**src/rtl/proc_sequencer.sv**
```systemverilog
// proc_sequencer: fetch / issue / wait-for-Done sequencer for the 16-bit core.
// Optional single-step mode: define PROC_SEQ_SINGLE_STEP_EN (Step input, PAUSE state).

module proc_sequencer #(
    parameter int AW         = 8,
    parameter int START_ADDR = 0,
    parameter int TIMEOUT    = 15
) (
    input  logic          Clock,
    input  logic          Resetn,
    input  logic          Start,
    input  logic          Stop,
`ifdef PROC_SEQ_SINGLE_STEP_EN
    input  logic          Step,
`endif
    output logic [AW-1:0] mem_addr,
    input  logic [15:0]   mem_rdata,
    output logic [15:0]   DIN,
    output logic          Run,
    input  logic          Done,
    output logic          Busy,
    output logic          Halted,
    output logic          Error,
    output logic [AW-1:0] PC,
    output logic [15:0]   InstrCount
);

    localparam logic [AW-1:0] START_PC = AW'(START_ADDR);
    localparam logic [7:0]    WD_LIMIT = 8'(TIMEOUT);
    localparam logic [2:0]    OP_HALT  = 3'b111;

`ifdef PROC_SEQ_SINGLE_STEP_EN
    typedef enum logic [2:0] {
        S_IDLE,
        S_FETCH,
        S_MEM,
        S_ISSUE,
        S_EXEC,
        S_HALTED,
        S_ERROR,
        S_PAUSE
    } state_t;
    localparam state_t S_RETIRE = S_PAUSE;
`else
    typedef enum logic [2:0] {
        S_IDLE,
        S_FETCH,
        S_MEM,
        S_ISSUE,
        S_EXEC,
        S_HALTED,
        S_ERROR
    } state_t;
    localparam state_t S_RETIRE = S_FETCH;
`endif

    state_t        state_q, state_d;
    logic [AW-1:0] pc_q, pc_d;
    logic [15:0]   din_q, din_d;
    logic [15:0]   cnt_q, cnt_d;
    logic [7:0]    wd_q, wd_d;
    logic          stop_q, stop_d;

    logic          halt_word;
    logic [7:0]    wd_inc;
    logic [15:0]   cnt_inc;
    logic          stop_seen;

    assign halt_word = (mem_rdata[15:13] == OP_HALT);
    assign wd_inc    = wd_q + 8'd1;
    assign cnt_inc   = (cnt_q == 16'hFFFF) ? cnt_q : cnt_q + 16'd1;
    assign stop_seen = stop_q | Stop;

    always_ff @(posedge Clock or negedge Resetn) begin
        if (!Resetn) begin
            state_q <= S_IDLE;
            pc_q    <= START_PC;
            din_q   <= '0;
            cnt_q   <= '0;
            wd_q    <= '0;
            stop_q  <= 1'b0;
        end else begin
            state_q <= state_d;
            pc_q    <= pc_d;
            din_q   <= din_d;
            cnt_q   <= cnt_d;
            wd_q    <= wd_d;
            stop_q  <= stop_d;
        end
    end

    always_comb begin
        state_d = state_q;
        pc_d    = pc_q;
        din_d   = din_q;
        cnt_d   = cnt_q;
        wd_d    = wd_q;
        stop_d  = stop_q;
        unique case (state_q)
            S_IDLE, S_HALTED, S_ERROR: begin
                if (Start) begin
                    state_d = S_FETCH;
                    pc_d    = START_PC;
                    cnt_d   = '0;
                    wd_d    = '0;
                    stop_d  = 1'b0;
                end
            end
            S_FETCH: begin
                state_d = S_MEM;
            end
            S_MEM: begin
                din_d = mem_rdata;
                if (halt_word) begin
                    state_d = S_HALTED;
                end else if (Stop) begin
                    state_d = S_IDLE;
                end else begin
                    state_d = S_ISSUE;
                    stop_d  = 1'b0;
                end
            end
            S_ISSUE: begin
                // An issued instruction always runs to completion.
                state_d = S_EXEC;
                wd_d    = '0;
                stop_d  = Stop;
            end
            S_EXEC: begin
                stop_d = stop_seen;
                if (Done) begin
                    pc_d    = pc_q + 1'b1;
                    cnt_d   = cnt_inc;
                    wd_d    = '0;
                    state_d = stop_seen ? S_IDLE : S_RETIRE;
                end else begin
                    wd_d = wd_inc;
                    if (wd_inc == WD_LIMIT) begin
                        state_d = S_ERROR;
                    end
                end
            end
`ifdef PROC_SEQ_SINGLE_STEP_EN
            S_PAUSE: begin
                if (Stop) begin
                    state_d = S_IDLE;
                end else if (Step) begin
                    state_d = S_FETCH;
                end
            end
`endif
            default: begin
                state_d = S_IDLE;
            end
        endcase
    end

    assign mem_addr   = pc_q;
    assign PC         = pc_q;
    assign DIN        = din_q;
    assign InstrCount = cnt_q;
    assign Run        = (state_q == S_ISSUE);
    assign Halted     = (state_q == S_HALTED);
    assign Error      = (state_q == S_ERROR);
    assign Busy       = (state_q == S_FETCH) || (state_q == S_MEM) ||
                        (state_q == S_ISSUE) || (state_q == S_EXEC);

endmodule
```
**config.mk**
```make
export PLATFORM = sky130hd
export DESIGN_NAME = proc_sequencer
export DESIGN_NICKNAME = d
export VERILOG_FILES = /design/src/rtl/proc_sequencer.sv
export SDC_FILE = /design/constraint.sdc
export NUM_CORES = 1
export LEC_CHECK = 0
export BUFFER_PORTS_ARGS = -buffer_cell sky130_fd_sc_hd__buf_2
export CORE_MARGIN = 10
export CORE_UTILIZATION = 41
export CTS_CLUSTER_SIZE = 24
export DETAILED_ROUTE_END_ITERATION = 12
export HOLD_SLACK_MARGIN = 0.05
export MAX_ROUTING_LAYER = met4
export PLACE_DENSITY_LB_ADDON = 0.08
export REMOVE_ABC_BUFFERS = 1
export SLEW_MARGIN = 20
export SYNTH_ARGS = -nofsm -noshare
export SYNTH_HDL_FRONTEND = slang
export SYNTH_SLANG_ARGS = --single-unit
```
**constraint.sdc**
```tcl
create_clock -name Clock -period 2.4 [get_ports Clock]
set_input_delay 0.24 -clock Clock [delete_from_list [all_inputs] [get_ports Clock]]
set_output_delay 0.24 -clock Clock [all_outputs]
set_load 0.03 [all_outputs]
```
[After elaboration in Yosys (flattened, before gate mapping)]
Cells that the tools add are included.
Word-level totals
  bits in registers: 52
  output and inout port bits: 52
  logic and storage cells: 58
  input port bits: 21
Cells by class
  multiplexer cells: 20
  add/sub/neg operators: 3
  bitwise operators: 1
  equal/unequal tests: 15
  reductions and logical operators: 13
Operators with widths (count)
  $mux W16: 3
  $pmux W16 S2: 1
  $mux W8: 3
  $pmux W8 S3: 1
  $add A16 B1 Y16 const B: 1
  $add A8 B1 Y8 const B: 2
  $eq A16 B16 Y1 const B: 1
  $pmux W8 S2: 1
  $pmux W3 S5: 1
  $eq A3 B3 Y1 const B: 4
  $mux W3: 4
  $ne A2 B2 Y1 const B: 5
  $eq A8 B4 Y1 const B: 1
  $reduce_and A4 Y1: 2
  $eq A3 B2 Y1 const B: 2
  $mux W1: 4
  $pmux W1 S4: 1
  $reduce_and A2 Y1: 2
  $reduce_bool A4 Y1: 1
  $eq A3 B1 Y1 const B: 1
  $logic_not A3 Y1: 1
  $logic_or A1 B1 Y1: 3
  $ne A3 B3 Y1 const B: 1
  $reduce_and A3 Y1: 1
  other kinds (5): 5

[Depth between registers and ports, before layout]
  depth after elaboration: 5
  mapped depth: 8
  mapped depth without buffers: 7

[Worst setup path after synthesis]
No wires, ideal clock.
  path type: reg2reg
  start point: reg state_q[0]
  end point: reg cnt_q[12] (netlist: InstrCount[12])
  stages on the path, launching flop included: 8
  required time: 2262 ps
  slack: 633 ps
  path buffers: 2
  arrival: 1629 ps
  library setup time: 138 ps
  period minus slack after synthesis: 1767 ps
  path through: dfrtp_1 > buf_4 > nor3b_2 > nand4_2 > buf_2 > and4b_1 > a31oi_1 > a311oi_1
Between the ends
  longest elaborated chain between the ends: 4
  elaborated cells between the ends (all ways): 11
  classes of those cells: eq/ne: 6; mux: 1; reduce/logical: 4
Ends and longest elaborated chain
  start, declared: line 57  | state_t state_q, state_d;
  start signal, assigned: line 83  | state_q <= state_d;
  $eq A3 B3 Y1 or $logic_not A3 Y1 (tied branches): line 99  | unique case (state_q)
  $reduce_or A3 Y1: line 99
  $ne A2 B2 Y1 (no source line) or $reduce_bool A2 Y1 (tied branches)
  $reduce_and A4 Y1 (no source line)
  end signal, assigned: line 86  | cnt_q <= cnt_d;
  end, declared: line 60  | logic [15:0] cnt_q, cnt_d;
Several ways; a longest one is shown, not always the timed one.
A chain may end at the register's enable or synchronous reset.

[Worst setup path after layout]
  start point: reg state_q[2]
  end point: reg cnt_q[15] (netlist: InstrCount[15])
Same word-level chain as after synthesis.

==> flow_summary.json <==
{
  "status": "completed",
  "portBuffers": 72,
  "max_freq_ghz": 0.490,
  "antenna_found_initial": 0,
  "num_vias": 2274,
  "cp.required_ns": 2.64,
  "ys_warn_count": 0,
  "grt.total_usage_pct": 13.2,
  "tritoncts": "built",
  "cts.path.max_buffers": 2,
  "areaGrowthSynthToFinish_pct": 18.4,
  "diodes": 0,
  "syn_area_per_cell_um2": 10.2,
  "final_area_mm2": 0.00337,
  "wl_per_cell_um": 15.8,
  "ant_nets": 0,
  "clkTransAtPathRegs_ns": 0.10,
  "p_clk_share_pct": 17.6,
  "placed_area_mm2": 0.00325,
  "crit_buf_inv": 1,
  "syn_area_mm2": 0.00284,
  "place.gp.congestion": 0.783,
  "ys_async_sr_fraction_pct": 100,
  "cap_violations": 0,
  "crit_fanout": 11,
  "die_h_um": 103,
  "pwr_density_cell_mw_per_mm2": 1010,
  "drt_first_pass_iters": 4,
  "boundaryPins": 73,
  "grt_pass1_vias": 2333,
  "yosysMostFrequentCell": "dfrtp_1",
  "rows": 30,
  "synthTopCellsByCount": "dfrtp_1, nor2_1, nand2_1, mux2_2, xor2_1",
  "seqPwrFrac_pct": 36.1,
  "finalCritPeriodShare_pct": 85.0,
  "slowest_delay_ns": 0.42,
  "numCtsBuffers": 5,
  "power_frac_comb_pct": 46.3,
  "drtIter0Drc": 101,
  "cp-end-kind": "flop",
  "hpwl_um": 4990,
  "yosysSeqAreaShare_pct": 45.8,
  "start_util_pct": 42.1,
  "ys_ff_latch": 52,
  "overflow": 0,
  "syn_inst": 278,
  "die_area_mm2": 0.0107,
  "tns_ns": 0,
  "cp.arrival_ns": 2.27,
  "rsz0062_at_grt": "false",
  "worstMarginPinSlew_ns": 0.589,
  "drcViolationCount": 0,
  "fin_crit_ns": 2.04,
  "cp_cell_sequence": "nor2b_1, a211o_1, buf_4, o211ai_4, or4_1, a21oi_1",
  "cp-start-kind": "flop",
  "yosysTopAreaCellShare_pct": 45.8,
  "clock_skew_ns": 0.00924,
  "finalMaxSlewViolations": 0,
  "synth.distinct_cells": 50,
  "synth_top_flop_cell": "dfrtp_1",
  "nNetsFinal": 372,
  "hold_ws_ns": 0.157,
  "irDropWorstVdd_v": 0.000587,
  "switching_share_pct": 42.5,
  "setup_viol": 0,
  "synth-edff-count": 0,
  "maxSlewHeadroom_pct": 60.7,
  "cts_max_level": 2,
  "routed_wl_um": 6760,
  "chipWidth_um": 103,
  "fp.coreArea_mm2": 0.00676,
  "drive_above_1_share_pct": 33.0,
  "root_buffer": "clkbuf_8",
  "leakage_uw": 0.00166,
  "synth.area.top_cells": "dfrtp_1, mux2_2, xor2_1",
  "cpMaxStageDelayCell": "dfrtp_1",
  "hold_viol": 0,
  "intPower_uw": 1960,
  "clock-sinks": 52,
  "ctsResizeCount": 0,
  "path_delay_family": "simple AND/OR/NAND/NOR gates",
  "grt_pass1_wl_um": 11100,
  "yosysTopAreaCell": "dfrtp_1",
  "clk_latency_ns": 0.30,
  "vias_per_cell": 5.31,
  "grt_max_degree": 21,
  "hold_class": "in2reg",
  "p_sw_uw": 1450,
  "crit_type": "reg2reg"
}
[path summary, 6_finish.rpt]
| kind | start | slack, ns | endpoint | cells after the start |
|---|---|---|---|---|
| worst min-delay path | mem_rdata[5] | 0.16 | DIN[5]$_DFFE_PN0N_ | 2 |
| min in group asynchronous | Resetn | 0.39 | PC[5]$_DFFE_PN0P_ | 2 |
| worst max-delay path | state_q[2]$_DFFE_PN0P_ | 0.36 | InstrCount[15]$_DFFE_PN0P_ | 6 |
| worst max register to register | state_q[2]$_DFFE_PN0P_ | 0.36 | InstrCount[15]$_DFFE_PN0P_ | 6 |
| worst min register to register | DIN[14]$_DFFE_PN0N_ | 0.49 | DIN[14]$_DFFE_PN0N_ | 1 |
| max in group asynchronous | Resetn | 1.40 | DIN[6]$_DFFE_PN0N_ | 3 |
[placed cells by master (no fill, tap or decap), types with 6 or more instances in the layout]
| cell | count |
|---|---|
| a21oi_1 | 9 |
| nor2_1 | 25 |
| and3_1 | 10 |
| o21ai_0 | 11 |
| o21ai_1 | 10 |
| dfrtp_1 | 52 |
| xor2_1 | 14 |
| buf_4 | 10 |
| nand3_1 | 6 |
| nor2b_1 | 8 |
| buf_2 | 72 |
| nand2_1 | 17 |
| o31ai_1 | 6 |
| mux2_2 | 14 |
[repair_timing]
action / CTS / global route
buffers inserted: 0 / 0
hold endpoints to repair: 16 / 0
hold buffers: 1 / 0
endpoints found under the setup margin: 0 / 0
[worst reg2reg max path, cell delays in order, from the launching register on]
cell and delay (ns):
dfrtp_1 0.42, nor2b_1 0.27, a211o_1 0.33, buf_4 0.26, o211ai_4 0.13, or4_1 0.41
a21oi_1 0.15
[power groups by stage]
stage | logic, µW | registers (µW) | clock network, µW
global route | 1730 | 1270 | 654
finish | 1580 | 1230 | 601
CTS | 1600 | 1240 | 626
floorplan | 663 | 1650 | 0
global placement | 1580 | 1240 | 0
detailed placement | 1600 | 1250 | 0
[kinds of logic (layout without fill, tap and decap cells)]
family,count (synthesis),count (layout),synth area share [%]
AND/OR/NAND/NOR,100,100,19.8
AO/OA/AOI/OAI,60,60,14.5
flip-flops,52,52,45.8
buffers and inverters,25,95,5.06
multiplexers,20,20,7.87
XOR/XNOR,17,17,5.24
adder cells (fa/ha/maj),4,4,1.76
[routing by layer]
| layer | vias up | GRT usage (%) | part of all wire (%) |
|---|---|---|---|
| met5 | - | - | 0 |
| met4 | 0 | 3.10 | 0.47 |
| met3 | 4 | 4.05 | 7.1 |
| met2 | 63 | 19.6 | 43 |
| met1 | 1078 | 17.2 | 49 |
| li1 | 1129 | - | - |
[area by class of cell]
class	count	area (µm²)
Fill cell	633	3390
Timing Repair Buffer	83	445
Clock buffer	6	72.6
Tap cell	80	100
Inverter	4	15.0
Multi-Input combinational cell	201	1400
Sequential cell	52	1300
Clock inverter	2	35.0
[stage by stage]
stage          total power, µW  utilization (%)  setup WS [ns]  instances
2_1_floorplan             2320                -          0.203        257
3_3_place_gp              2820             48.1          0.432        419
3_5_place_dp              2850             48.1          0.386        419
4_1_cts                   3460             49.9          0.355        428
5_1_grt                   3650             49.9          0.190        428
6_report                  3410             49.9          0.361        428
[flip-flops by register name, indices dropped and copies added (netlist names)]
signal and cells:
wd_q 8, PC 8, DIN 16, state_q 3, stop_q 1, InstrCount 16
Power figures use the tool's default switching activity.
